## src/rtl/wb_port_arbiter.sv

```systemverilog
// Register-file write-port arbiter: the MEM/WB stream shares one write port with a FIFO of
// long-unit (mul/div) results. A starvation limit forces a long write and stalls MEM/WB.
module wb_port_arbiter #(
    parameter int DATA_W     = 64,
    parameter int REG_W      = 5,
    parameter int LQ_DEPTH   = 2,
    parameter int STARVE_MAX = 3
) (
    input  logic                        clk,
    input  logic                        reset,
    input  logic                        pipe_valid,
    input  logic [REG_W-1:0]            pipe_regD,
    input  logic [DATA_W-1:0]           pipe_data,
    output logic                        pipe_stall,
    input  logic                        long_valid,
    output logic                        long_ready,
    input  logic [REG_W-1:0]            long_regD,
    input  logic [DATA_W-1:0]           long_data,
    output logic [$clog2(LQ_DEPTH):0]   lq_count,
    output logic                        rf_we,
    output logic [REG_W-1:0]            rf_waddr,
    output logic [DATA_W-1:0]           rf_wdata
);

    localparam int PTR_W    = $clog2(LQ_DEPTH);
    localparam int CNT_W    = PTR_W + 1;
    localparam int STARVE_W = $clog2(STARVE_MAX + 1);

    logic [REG_W-1:0]    lq_addr_r [LQ_DEPTH];
    logic [DATA_W-1:0]   lq_data_r [LQ_DEPTH];
    logic [PTR_W-1:0]    head_r;
    logic [PTR_W-1:0]    tail_r;
    logic [CNT_W-1:0]    lq_count_r;
    logic [STARVE_W-1:0] starve_r;
    logic [STARVE_W-1:0] starve_nxt_s;
    logic [CNT_W-1:0]    count_nxt_s;
    logic                rf_we_r;
    logic [REG_W-1:0]    rf_waddr_r;
    logic [DATA_W-1:0]   rf_wdata_r;

    logic pipe_req_s;
    logic long_ready_s;
    logic long_grant_s;
    logic pipe_grant_s;
    logic enq_s;
    logic lq_empty_s;

    // Request qualification and grant decision, all from registered FIFO state
    always_comb begin
        pipe_req_s   = pipe_valid & (pipe_regD != {REG_W{1'b0}});
        lq_empty_s   = (lq_count_r == {CNT_W{1'b0}});
        long_ready_s = reset & (lq_count_r < CNT_W'(LQ_DEPTH));
        long_grant_s = reset & ~lq_empty_s &
                       (~pipe_req_s | (starve_r == STARVE_W'(STARVE_MAX)));
        pipe_grant_s = reset & pipe_req_s & ~long_grant_s;
        enq_s        = long_valid & long_ready_s & (long_regD != {REG_W{1'b0}});
    end

    // Next occupancy and starvation count
    always_comb begin
        count_nxt_s  = lq_count_r;
        starve_nxt_s = starve_r;
        case ({enq_s, long_grant_s})
            2'b10:   count_nxt_s = lq_count_r + CNT_W'(1);
            2'b01:   count_nxt_s = lq_count_r - CNT_W'(1);
            default: count_nxt_s = lq_count_r;
        endcase
        if (long_grant_s || lq_empty_s) begin
            starve_nxt_s = {STARVE_W{1'b0}};
        end else if (pipe_grant_s && (starve_r != STARVE_W'(STARVE_MAX))) begin
            starve_nxt_s = starve_r + STARVE_W'(1);
        end else begin
            starve_nxt_s = starve_r;
        end
    end

    // FIFO storage; stale slots are never read because occupancy gates every dequeue
    always_ff @(posedge clk) begin
        if (enq_s) begin
            lq_addr_r[tail_r] <= long_regD;
            lq_data_r[tail_r] <= long_data;
        end
    end

    // FIFO pointers, occupancy and starvation counter
    always_ff @(posedge clk) begin
        if (!reset) begin
            head_r     <= {PTR_W{1'b0}};
            tail_r     <= {PTR_W{1'b0}};
            lq_count_r <= {CNT_W{1'b0}};
            starve_r   <= {STARVE_W{1'b0}};
        end else begin
            if (long_grant_s) begin
                head_r <= head_r + PTR_W'(1);
            end
            if (enq_s) begin
                tail_r <= tail_r + PTR_W'(1);
            end
            lq_count_r <= count_nxt_s;
            starve_r   <= starve_nxt_s;
        end
    end

    // Registered write port; address/data hold when nothing is granted
    always_ff @(posedge clk) begin
        if (!reset) begin
            rf_we_r    <= 1'b0;
            rf_waddr_r <= {REG_W{1'b0}};
            rf_wdata_r <= {DATA_W{1'b0}};
        end else if (long_grant_s) begin
            rf_we_r    <= 1'b1;
            rf_waddr_r <= lq_addr_r[head_r];
            rf_wdata_r <= lq_data_r[head_r];
        end else if (pipe_grant_s) begin
            rf_we_r    <= 1'b1;
            rf_waddr_r <= pipe_regD;
            rf_wdata_r <= pipe_data;
        end else begin
            rf_we_r    <= 1'b0;
        end
    end

    assign pipe_stall = pipe_req_s & long_grant_s;
    assign long_ready = long_ready_s;
    assign lq_count   = lq_count_r;
    assign rf_we      = rf_we_r;
    assign rf_waddr   = rf_waddr_r;
    assign rf_wdata   = rf_wdata_r;

endmodule

```

## config.mk

```make
export PLATFORM = sky130hd
export DESIGN_NAME = wb_port_arbiter
export DESIGN_NICKNAME = d
export VERILOG_FILES = /design/src/rtl/wb_port_arbiter.sv
export SDC_FILE = /design/constraint.sdc
export NUM_CORES = 1
export LEC_CHECK = 0
export CORE_MARGIN = 10
export CORE_UTILIZATION = 35
export CTS_BUF_LIST = sky130_fd_sc_hd__clkbuf_8
export DETAILED_ROUTE_END_ITERATION = 12
export PLACE_DENSITY = 0.71
export SYNTH_ARGS = -nofsm -noshare
export SYNTH_HDL_FRONTEND = slang
export SYNTH_SLANG_ARGS = --single-unit
```

## constraint.sdc

```tcl
create_clock -name clk -period 5.85 [get_ports clk]
set_clock_uncertainty 0.05 [all_clocks]
set_input_delay 1.17 -clock clk [delete_from_list [all_inputs] [get_ports clk]]
set_output_delay 1.17 -clock clk [all_outputs]
set_load 0.005 [all_outputs]
```

# [After elaboration in Yosys (flattened, before gate mapping)]
# Memories as Yosys holds them, arrays and structs flattened. A register that Yosys moved wholly into a read port is not among the register bits.
# Index checks and enable logic that the tools add are counted.
[totals] ff_bits=76 mem_bits_rw=138 inputBits=142 output_inout_bits=74 wordCells=54 memories=2
[classes] addsub=5 magnitude_cmp=1 eq_ne=4 n_mux=13 n_bitwise=14 n_reduce_logical=8
[mem_list] memory="lq_data_r" words=2 width=64 read_ports=1 rd_ports_with_merged_regs=1 wr=1 line_no="30" source="logic [DATA_W-1:0] lq_data_r [LQ_DEPTH];"
[mem_list] memory="lq_addr_r" words=2 width=5 read_ports=1 rd_ports_with_merged_regs=1 wr=1 line_no="29" source="logic [REG_W-1:0] lq_addr_r [LQ_DEPTH];"
[ops] op="64-bit 2-to-1 mux" count=2
[ops] op="5-bit 2-to-1 mux" count=2
[ops] op="5-bit nonzero test" count=2
[ops] op="1-bit AND" count=9
[ops] op="1-bit 2-to-1 mux" count=8
[ops] op="2-bit by 1-bit adder with 2-bit output (second input constant)" count=2
[ops] op="2-bit == test (second input constant)" count=2
[ops] op="1-bit inverter" count=4
[ops] op="2-bit case mux with 2 select lines" count=1
[ops] op="2-bit nonzero test" count=2
[ops] op="1-bit adder (second input constant)" count=2
[ops] op="2-bit by 1-bit == test with 1-bit output (second input constant)" count=1
[ops] op="2-bit logical NOT" count=1
[ops] op="2-bit less-than comparator (second input constant)" count=1
[ops] op="2-bit inequality test (second input constant)" count=1
[ops] op="2-bit OR reduction" count=1
[ops] op="2-bit by 1-bit subtractor with 2-bit output (second input constant)" count=1
[ops] op="1-bit logical AND" count=1
[ops] op="1-bit logical OR" count=1
[ops] op="1-bit bitwise OR" count=1

# [Depth between registers and ports, before layout]
# Gate-level depths: netlist of the first run.
[depth] depth_word=9 depth_mapped=10 depth_no_buf=9

# [Worst setup path before layout of the first run]
# No wires, ideal clock.
[synth_path] path_type="input port to flip-flop" from="in reset" to="mem lq_addr_r[0][0] (enable)" setup_ns=0.498 t_arrival_ns=4.453 t_required_ns=5.302 setup_slack_ns=0.849 path_stages=3 n_path_buf=0 path_cell_list="nor2b_1 -> o211ai_1 -> nor2_1"
[synth_via] elab_chain_cells=5
[synth_lines] item="start: declaration" line_no="10" source="input logic reset,"
[synth_lines] item="1-bit AND" line_no="52" source="long_ready_s = reset & (lq_count_r < CNT_W'(LQ_DEPTH));"
[synth_lines] item="1-bit AND (2 in a row)" line_no="56" source="enq_s = long_valid & long_ready_s & (long_regD != {REG_W{1'b0}});"
[synth_lines] item="1-bit 2-to-1 mux" line_no="79" source="if (enq_s) begin"
[synth_lines] item="1-bit 2-to-1 mux (implied by the code)" line_no="80" source="lq_addr_r[tail_r] <= long_regD;"
[synth_lines] item="end: declaration" line_no="29"
# Every way passes these cells.

# [Final worst setup path of the first run]
[layout_path] from="in pipe_regD[1]" to="out pipe_stall"
[layout_via] elab_chain_cells=6
[layout_lines] item="start: declaration" line_no="12" source="input logic [REG_W-1:0] pipe_regD,"
[layout_lines] item="5-bit nonzero test (*)" line_no="50" source="pipe_req_s = pipe_valid & (pipe_regD != {REG_W{1'b0}});"
[layout_lines] item="1-bit AND (*)" line_no="50"
[layout_lines] item="1-bit inverter" line_no="54" source="(~pipe_req_s | (starve_r == STARVE_W'(STARVE_MAX)));"
[layout_lines] item="1-bit bitwise OR" line_no="54"
[layout_lines] item="1-bit AND" line_no="53" source="long_grant_s = reset & ~lq_empty_s &"
[layout_lines] item="1-bit AND (*)" line_no="123" source="assign pipe_stall = pipe_req_s & long_grant_s;"
[layout_lines] item="end: declaration" line_no="14" source="output logic pipe_stall,"
# Mark *: on every way between the ends. The rest lies on a longest branch, timed or not.

==> impl_results.md, run 1 <==
- Die height: 176 um
- Max Cap Viol: 0
- I/O pins: between 200 and 250
- Startpoint types: primary input
- Final nets: just over 900
- Max-slew headroom: between 20% and 30%
- I/O Buffers: between 200 and 250
- Leakage dissipation: approximately 0.0041 uW
- Clock Latency Late Sink: around 0.52 ns
- Vias in the first global route: approximately 6,300
- Cell mode on critical path: clkdlybuf4s50_1
- GRT Util Overall: between 10% and 20%
- Non-filler cells, final: ~1,100
- Outcome: completed
- Post-layout util: between 40% and 50%
- Half-perimeter wire length after placement: about 15,000 um
- DRT Wirelength: 24,000 um
- Avg WL per Cell: roughly 21 um
- Reg2reg start: starve_r[0]$_SDFFE_PP0P_
- TritonCTS clock tree: done
- Min-delay src: starve_r[0]$_SDFFE_PP0P_
- Pin count of the biggest net entering global routing: 74
- Core Area: around 0.024 mm2
- Final ANT Viol Nets: 0
- Area growth from synthesis to layout: 36.8%
- # resized after CTS: 0
- Final min period: 4.84 ns
- Cts hold-fix bufs: 0
- RR Endpoint: lq_count[1]$_SDFFE_PN0P_
- Post-Place Cells: roughly 1,100
- Most frequent cells in the layout: clkdlybuf4s50_1, edfxtp_1, dfxtp_1, mux2i_1, nand3_1
- Seq/Total Area, Yosys: about two thirds
- Hold Vio Cnt, Final: 0
- Top cell type's share of synthesized area: 48.5%
- Crit Path Max Fanout: 48
- Die span in x: between 150 and 200 um
- CTS root buf: clkbuf_8
- Worst path max stage delay: approximately 0.53 ns
- Initial antenna violation count: 1
- Vias: a little under 6,000
- Yosys warns: 0
- Num rows: 57
- Final worst slack: 1.01 ns
- Clock sinks: around 220
- Worst Hold Class: reg -> reg
- Mapped Cells: approximately 570
- PD cells: approximately 320 mW/mm2
- Critical Path AT: between 3 and 4 ns
- Setup Fix Bufs, Post-CTS: 0
- R2R Setup Slk: 2.91 ns
- Initial core utilization: between 30 and 40%
- Avg Synthesized Cell Area: 15.1 um2
- Critical path type: in -> out
- Pre-CTS WS: roughly 0.99 ns
- Setup TNS: 0 ns
- First-pass GRT wire length: 36,500 um
- Distinct cells, synth: 38
- Synth area leader: edfxtp_1
- Post-synth net total: ~700
- Design Power: roughly 3800 uW
- GRT overflow: 0
- Worst Hold Endpoint: starve_r[0]$_SDFFE_PP0P_
- Data required, critical path: approximately 4.6 ns
- Placer Congestion: 0.759
- Drt pass-1 iters: 4
- Maximum vdd drop: about 180 uV
- Layout cell share with drive strength beyond 1: between 10% and 20%
- Post-Syn Area: ~0.0085 mm2
- Max Root-Sink Buffers: 3
- Critical-path top delay cell: clkdlybuf4s50_1
- CTS clk-pin slew, worst paths: 0.05 ns
- Commonest non-fill, non-tap cell in the layout: clkdlybuf4s50_1
- WP buf/inv: 2
- Worst Hold Depth: 1
- CP Capture Type: output port
- Fin. max-slew vios: 0
- Synth Register Bits: about 220
- Top post-synthesis cells by area: edfxtp_1, dfxtp_1, mux2i_1
- Die Footprint: roughly 0.031 mm2
- CTS buffer count: 38
- RSZ-0062 raised after global routing: no
- Critical-path cell list: clkdlybuf4s50_1, or3_4, o311a_2, or2_4, nor2_1, clkdlybuf4s50_1
- Slew @ Worst Pin: roughly 1.1 ns
- Final period util: a little over 80%
- Initial drt markers: 334
- Worst path depth: 6
- Final setup viols: 0
- DRC: 0
- FF-to-FF path depth: 8
- F_max: 0.207 GHz
- Drt via density: slightly above 5
- CTS H-tree lvls: 2
- Critical path's top delay family: simple AND/OR/NAND/NOR gates
[cell usage after synthesis (all sizes together)]
| master | number |
|---|---|
| a221o | 18 |
| inv | 4 |
| dfxtp | 77 |
| or2 | 1 |
| clkbuf | 24 |
| xnor2 | 2 |
| nand3 | 47 |
| o21ai | 4 |
| nor2b | 5 |
| mux2i | 51 |
| nor3 | 1 |
| ha | 2 |
| o31ai | 2 |
| o311a | 1 |
| nor4 | 2 |
| o311ai | 1 |
| o211ai | 67 |
| o211a | 18 |
| nor2 | 5 |
| or4 | 1 |
| or3 | 3 |
| o21a | 1 |
| edfxtp | 138 |
| and3 | 1 |
| a21o | 1 |
| nor4b | 1 |
| o2111ai | 27 |
| a21boi | 4 |
| and2 | 3 |
| mux2 | 26 |
| buf | 29 |
[how the worst max path moves through the flow]
stage	from	to	slack [ns]
2_1_floorplan	reset	lq_addr_r[0][0]$_DFFE_PP_	0.85
3_3_place_gp	pipe_regD[1]	pipe_stall	1.01
3_5_place_dp	pipe_regD[1]	pipe_stall	0.99
4_1_cts	pipe_regD[1]	pipe_stall	0.99
5_1_grt	pipe_regD[1]	pipe_stall	0.92
6_report	pipe_regD[1]	pipe_stall	1.01
[per-layer routing]
metal  up-vias  part of all wire (%)  track usage, %
met4         0                   1.7            4.59
met1      2858                    41            17.9
li1       2729                     -               -
met2       226                    49            25.2
met3        34                   7.6            4.74
met5         -                     0               0
[sequential cells by signal, indices dropped and copies added, names as in the netlist, named ones only]
| register | cells |
|---|---|
| rf_waddr | 5 |
| starve_r | 2 |
| lq_data_r | 128 |
| rf_wdata | 64 |
| lq_addr_r | 10 |
| rf_we | 1 |
| lq_count | 2 |
| head_r | 1 |
| tail_r | 1 |
[final cells by class]
cell class,instances,area [um2]
repair buffers,225,2220
fillers,2070,12500
inverters,4,15.0
well taps,324,405
clock buffers,43,592
flip-flops and latches,215,5690
multi-input cells,295,2610
clock inverters,27,160
diodes,1,2.50
[kinds of logic after synthesis]
kind of cell | count (synthesis) | synth area share (%)
AOI/OAI and AO/OA | 144 | 15.9
muxes | 77 | 9.40
xor gates and xnor gates | 2 | 0.205
and+or+nand+nor | 70 | 4.41
adders and majority gates | 2 | 0.293
buffers and inverters | 57 | 3.32
DFF | 215 | 66.5
[worst register-to-register path, cell delays in order (launching register included)]
cell and delay [ns]:
dfxtp_1 0.31, ha_1 0.24, inv_1 0.07, o311a_2 0.18
or2_4 0.69, inv_2 0.39, ha_1 0.43, or3_1 0.37
a21boi_0 0.15
[per-stage QoR]
step | instance area [um2] | hold WS, ns
5_1_grt | 11700 | 0.414
6_report | 11700 | 0.390
4_1_cts | 11700 | 0.396
2_1_floorplan | 8550 | 0.358
3_3_place_gp | 10900 | 0.368
3_5_place_dp | 10900 | 0.389
[report_power, final]
group	switching (uW)	internal [uW]	total, uW
Combinational	277	339	616
Clock	612	762	1370
Sequential	66.8	1740	1800
Total	956	2840	3790
No activity file was read; power rests on OpenSTA's default activity.
==> run 2, diff against run 1 <==
PLACE_DENSITY = 0.74   (was 0.71)
clock period = 4 ns   (was 5.85 ns; I/O delays follow)
==> run 2 against run 1 <==
Register-to-register slack worse by 1.5 ns. Critical path depth unchanged. Non-clock buffer count is 3 higher. Total power rose by 46%. Wire length is 1.5% lower. Flip-flop and latch count unchanged. Combinational power is 46% higher. Via count up 0.51%. Hold slack worse by 0.0069 ns. Highest routed layer is now met5.
==> impl_results.md, run 2 (synthesis results as in run 1) <==
- WP buf/inv: 2 (unchanged)
- TritonCTS clock tree: done
- Setup TNS: 0 ns (unchanged)
- Post-Place Cells: 1,066 (+0.28%)
- Reg2reg start: lq_count[0]$_SDFFE_PN0P_
- RSZ-0062 raised after global routing: no
- Number of flip-flops under the largest register name: 128 (unchanged)
- Post-layout util: 48.7% (+0.30 points)
- Final setup viols: 0 (unchanged)
- Fin. max-slew vios: 0 (unchanged)
- CTS buffer count: 38 (unchanged)
- Initial antenna violation count: 1 (unchanged)
- I/O Buffers: 215 (unchanged)
- Num rows: 57 (unchanged)
- CTS clk-pin slew, worst paths: 0.05 ns (about the same)
- Initial core utilization: 35.4% (unchanged)
- Most frequent cells in the layout: clkdlybuf4s50_1, edfxtp_1, dfxtp_1, mux2i_1, nand3_1
- Fillers: 2,088 (+0.87%)
- First-pass GRT wire length: 35,800 um (-1.9%)
- DRT Wirelength: 23,600 um (-1.5%)
- Vias in the first global route: 6,220 (-1.4%)
- Final ANT Viol Nets: 0 (unchanged)
- Max-slew headroom: 38.4% (+15 points)
- Area growth from synthesis to layout: 37.7%
- Die height: 176 um (unchanged)
- Die span in x: 176 um (unchanged)
- Die Footprint: 0.0311 mm2 (unchanged)
- Maximum vdd drop: 251 uV (+39%)
- Critical-path cell list: clkdlybuf4s50_1, or3_4, o311a_4, or2_4, nor2_1, clkdlybuf4s50_1
- Final min period: 3.66 ns
- Max Root-Sink Buffers: 3 (unchanged)
- F_max: ~0.27 GHz
- Setup Fix Bufs, Post-CTS: 0 (unchanged)
- Half-perimeter wire length after placement: 14,900 um (-2.3%)
- Drt pass-1 iters: 4 (unchanged)
- Critical-path top delay cell: clkdlybuf4s50_1
- CTS root buf: clkbuf_8
- Critical path's top delay family: buffers and inverters
- Data required, critical path: 3.15 ns (-1.48 ns)
- Clock sinks: 215 (unchanged)
- Min-delay src: starve_r[0]$_SDFFE_PP0P_
- Cts hold-fix bufs: 0 (unchanged)
- GRT overflow: 0 (unchanged)
- I/O pins: 216 (unchanged)
- CP Capture Type: output port
- Layout cell share with drive strength beyond 1: 16.0% (+0.19 points)
- DRC: 0 (unchanged)
- Clock Latency Late Sink: 0.50 ns (-0.02 ns)
- Non-filler cells, final: 1,136 (+0.18%)
- Vias: 5,877 (+0.51%)
- Drt via density: 5.17 (+0.34%)
- Hold Vio Cnt, Final: 0 (unchanged)
- Worst path max stage delay: 0.51 ns (-0.02 ns)
- Critical Path AT: 2.81 ns (-0.81 ns)
- CTS H-tree lvls: 2 (unchanged)
- Final period util: just over 90%
- Ant diodes: 0 (-1)
- Initial drt markers: 367 (+9.9%)
- Pin count of the biggest net entering global routing: 74 (unchanged)
- Core Area: 0.0242 mm2 (unchanged)
- Max Cap Viol: 0 (unchanged)
- CP Launch Point: pipe_regD[1]
- # resized after CTS: 0 (unchanged)
- Placer Congestion: 0.784 (+3.3%)
- PD cells: 471 mW/mm2 (+45%)
- Commonest non-fill, non-tap cell in the layout: clkdlybuf4s50_1
- Most flop-heavy register: lq_data_r
- Critical path type: in -> out
- GRT Util Overall: 14.6% (-0.38 points)
- Crit Path Max Fanout: 3 (-94%)
- Worst Hold Class: reg -> reg
- Final nets: 926 (+0.33%)
- Slew @ Worst Pin: 0.924 ns (-0.219 ns)
- Avg WL per Cell: 20.8 um (-1.6%)
- Startpoint types: primary input
- Cell mode on critical path: clkdlybuf4s50_1
- Leakage dissipation: 0.00415 uW (+1.5%)
- Outcome: completed
-- run 2: changes by cell type in the layout (fill, tap and decap cells not counted), sizes merged --
cell,before,now
clkinv,16,5
clkbuf,43,45
diode,1,0
buf,11,14
inv,13,22
-- run 2: path summary, 6_finish.rpt --
kind | end | slack [ns] | depth (start not counted)
hold / removal | starve_r[0]$_SDFFE_PP0P_ | 0.38 | 1
setup / recovery | pipe_stall | 0.34 | 6
hold reg to reg | starve_r[0]$_SDFFE_PP0P_ | 0.38 | 1
setup reg to reg | rf_wdata[44]$_SDFFE_PN0P_ | 1.45 | 4
-- run 2: cell type report --
cell class / instances / area [um2] / area share (%)
multi-input combinational: 295 / 2620 / 22.2
timing repair buffer: 228 / 2270 / 19.3
inverter: 4 / 15.0 / 0.128
clock inverter: 25 / 149 / 1.27
sequential: 215 / 5690 / 48.3
tap: 324 / 405 / 3.44
clock buffer: 45 / 619 / 5.26
-- run 2: power breakdown --
group	switching (uW)	internal, uW
Clock	855	1150
Sequential	105	2540
Combinational	397	502
-- run 2: routing by layer --
layer / share of wire, % / up-vias / wire length (um) / GRT usage, %
met5: 0.076 / - / 18 / 0
met4: 1.9 / 2 / 459 / 4.42
met3: 8.3 / 37 / 1960 / 4.89
met1: 41 / 2889 / 9600 / 17.0
li1: - / 2723 / - / -
met2: 49 / 226 / 11600 / 24.9
-- run 2: per-stage QoR --
step | setup slack, ns | cell area, um2 | hold slack, ns | power, uW
global placement | 0.347 | 11000 | 0.367 | 3590
finish | 0.342 | 11800 | 0.383 | 5550
detailed placement | 0.328 | 11000 | 0.376 | 3600
floorplan | 0.509 | 8550 | 0.358 | 3090
global route | 0.300 | 11800 | 0.399 | 5810
CTS | 0.330 | 11800 | 0.383 | 5640
==> run 3, diff against run 2 <==
CORE_ASPECT_RATIO = 1.5   (was not set)
==> run 3 against run 2 <==
Sequential share of layout area grew 0.12 points. Setup slack lost 0.040 ns. Utilization shrank 0.29 points. Total power grew 0.42%. Global-route usage grew 0.37 points. Maximum frequency shrank 1.1%. Final area shrank 0.25%. Critical endpoint unchanged. Largest cell class unchanged. Largest power group unchanged.
==> impl_results.md, run 3 (synthesis results as in run 1) <==
- Outcome: completed
- CTS root buf: clkbuf_8
- I/O Buffers: 215 (unchanged)
- Setup TNS: 0 ns (unchanged)
- Worst Hold Class: reg -> reg
- Slew @ Worst Pin: 0.918 ns (-0.00589 ns)
- Drt pass-1 iters: 4 (unchanged)
- Placer Congestion: 0.821 (+4.7%)
- WP buf/inv: 2 (unchanged)
- Reg2reg start: starve_r[0]$_SDFFE_PP0P_
- Post-DP Area: 0.0110 mm2 (-0.18%)
- Sw Share: 24.2% (-0.22 points)
- I/O pins: 216 (unchanged)
- Final period util: 92.5% (+1.0 points)
- Cts hold-fix bufs: 0 (unchanged)
- Layout cell share with drive strength beyond 1: 15.9% (-0.070 points)
- Data required, critical path: 3.15 ns (about the same)
- Cell mode on critical path: clkdlybuf4s50_1
- Power Internal: 4220 uW (+0.71%)
- Max Cap Viol: 0 (unchanged)
- # resized after CTS: 0 (unchanged)
- Most frequent cells in the layout: clkdlybuf4s50_1, edfxtp_1, dfxtp_1, mux2i_1, nand3_1
- GRT overflow: 0 (unchanged)
- CTS clk-pin slew, worst paths: 0.06 ns (about the same)
- Logic pwr share: 16.1% (about the same)
- DRT Wirelength: 24,100 um (+1.8%)
- Critical-path cell list: clkdlybuf4s50_1, or3_4, o311a_2, or2_4, nor2_1, clkdlybuf4s50_1
- Fillers: 2,161 (+3.5%)
- Leakage dissipation: 0.00410 uW (-1.1%)
- Max-slew headroom: 38.8% (+0.39 points)
- FF-to-FF path depth: 9 (+5)
- Final ANT Viol Nets: 0 (unchanged)
- CP Capture Type: output port
- Number of flip-flops under the largest register name: 128 (unchanged)
- Max Root-Sink Buffers: 3 (unchanged)
- DRC: 0 (unchanged)
- Critical path's top delay family: buffers and inverters
- Worst Hold Endpoint: starve_r[0]$_SDFFE_PP0P_
- Num rows: 70 (+23%)
- Worst path max stage delay: 0.52 ns (about the same)
- Half-perimeter wire length after placement: 15,600 um (+4.7%)
- RR Endpoint: lq_count[1]$_SDFFE_PN0P_
- Most flop-heavy register: lq_data_r
- PD cells: 475 mW/mm2 (+0.68%)
- GRT Util Overall: 15.0% (+0.37 points)
- RSZ-0062 raised after global routing: no
- Setup Fix Bufs, Post-CTS: 0 (unchanged)
- Die height: 211 um (+20%)
- CTS buffer count: 34 (-11%)
- Design Power: 5570 uW (+0.42%)
- TritonCTS clock tree: done
- F_max: 0.270 GHz (-1.1%)
- Commonest non-fill, non-tap cell in the layout: clkdlybuf4s50_1
- Pin count of the biggest net entering global routing: 74 (unchanged)
- Min-delay src: starve_r[0]$_SDFFE_PP0P_
- CTS H-tree lvls: 2 (unchanged)
- Hold Vio Cnt, Final: 0 (unchanged)
- Final nets: 921 (-0.54%)
- Critical path type: in -> out
- Net Switching: 1350 uW (-0.46%)
- Initial drt markers: 260 (-29%)
- Area growth from synthesis to layout: 37.3%
- Initial core utilization: 35.2% (-0.12 points)
- Vias: 5,869 (-0.14%)
- Maximum vdd drop: 245 uV (-2.2%)
- Startpoint types: primary input
- Die Footprint: 0.0312 mm2 (+0.41%)
- Vias in the first global route: 6,419 (+3.2%)
- Crit Path Max Fanout: 3 (unchanged)
- Die span in x: 148 um (-16%)
- Core Area: 0.0243 mm2 (+0.35%)
- Fin. max-slew vios: 0 (unchanged)
- Critical-path top delay cell: clkdlybuf4s50_1
- R2R Setup Slk: 1.42 ns (-0.03 ns)
- Drt via density: 5.20 (+0.48%)
- Worst Hold Depth: 1 (unchanged)
- First-pass GRT wire length: 36,800 um (+2.7%)
- Reg power frac: 47.5% (-0.2 points)
- Clock power share: 36.4% (+0.3 points)
- Clock Latency Late Sink: 0.50 ns (about the same)
- Final min period: 3.70 ns (+0.0402 ns)
- Clock sinks: 215 (unchanged)
- Initial antenna violation count: 5 (+4)
- Critical Path AT: 2.85 ns (+0.04 ns)
- Final Cell Area: 0.0117 mm2 (-0.25%)
- Avg WL per Cell: 21.3 um (+2.5%)
- Final setup viols: 0 (unchanged)
[run 3: cell count changes in the layout (fill, tap and decap cells not counted), sizes merged]
cell	change
inv	-7
diode	+2
buf	-1
bufinv	+1
clkbuf	-1
clkinv	-1
[run 3: metrics by stage]
| stage | setup WS (ns) | util (%) | hold slack, ns | cells |
|---|---|---|---|---|
| floorplan | 0.509 | - | 0.358 | 567 |
| global placement | 0.310 | 45.3 | 0.368 | 1065 |
| detailed placement | 0.297 | 45.3 | 0.382 | 1065 |
| CTS | 0.287 | 48.4 | 0.392 | 1127 |
| global route | 0.212 | 48.4 | 0.414 | 1129 |
| finish | 0.302 | 48.4 | 0.395 | 1129 |
[run 3: layer usage]
metal,GRT usage (%),up-vias,share of wire (%)
li1,-,2722,-
met1,15.9,2871,37
met2,27.0,221,53
met3,3.98,51,6.2
met4,6.61,4,3.1
met5,0,-,0.17
[run 3: final cells by class]
class                      instances  area [um2]  share of cell area, %
antenna                            2        5.00                 0.0426
tap                              324         405                   3.45
clock inverter                    18         148                   1.26
inverter                           4        15.0                  0.128
sequential                       215        5690                   48.5
timing repair buffer             227        2260                   19.3
multi-input combinational        295        2610                   22.2
clock buffer                      44         606                   5.16
[run 3: power groups by stage]
stage          logic (uW)  registers (uW)  clock network (uW)
2_1_floorplan         425            2660                   0
3_3_place_gp          898            2690                   0
3_5_place_dp          907            2690                   0
4_1_cts               912            2650                2080
5_1_grt               966            2670                2180
6_report              900            2650                2030
[run 3: worst max path at each step]
stage	endpoint	slack (ns)	depth (start not counted)	startpoint
6_report	pipe_stall	0.30	6	pipe_regD[1]
3_3_place_gp	pipe_stall	0.31	6	pipe_regD[1]
5_1_grt	pipe_stall	0.21	6	pipe_regD[1]
3_5_place_dp	pipe_stall	0.30	6	pipe_regD[1]
2_1_floorplan	lq_addr_r[0][0]$_DFFE_PP_	0.51	3	reset
4_1_cts	pipe_stall	0.29	6	pipe_regD[1]
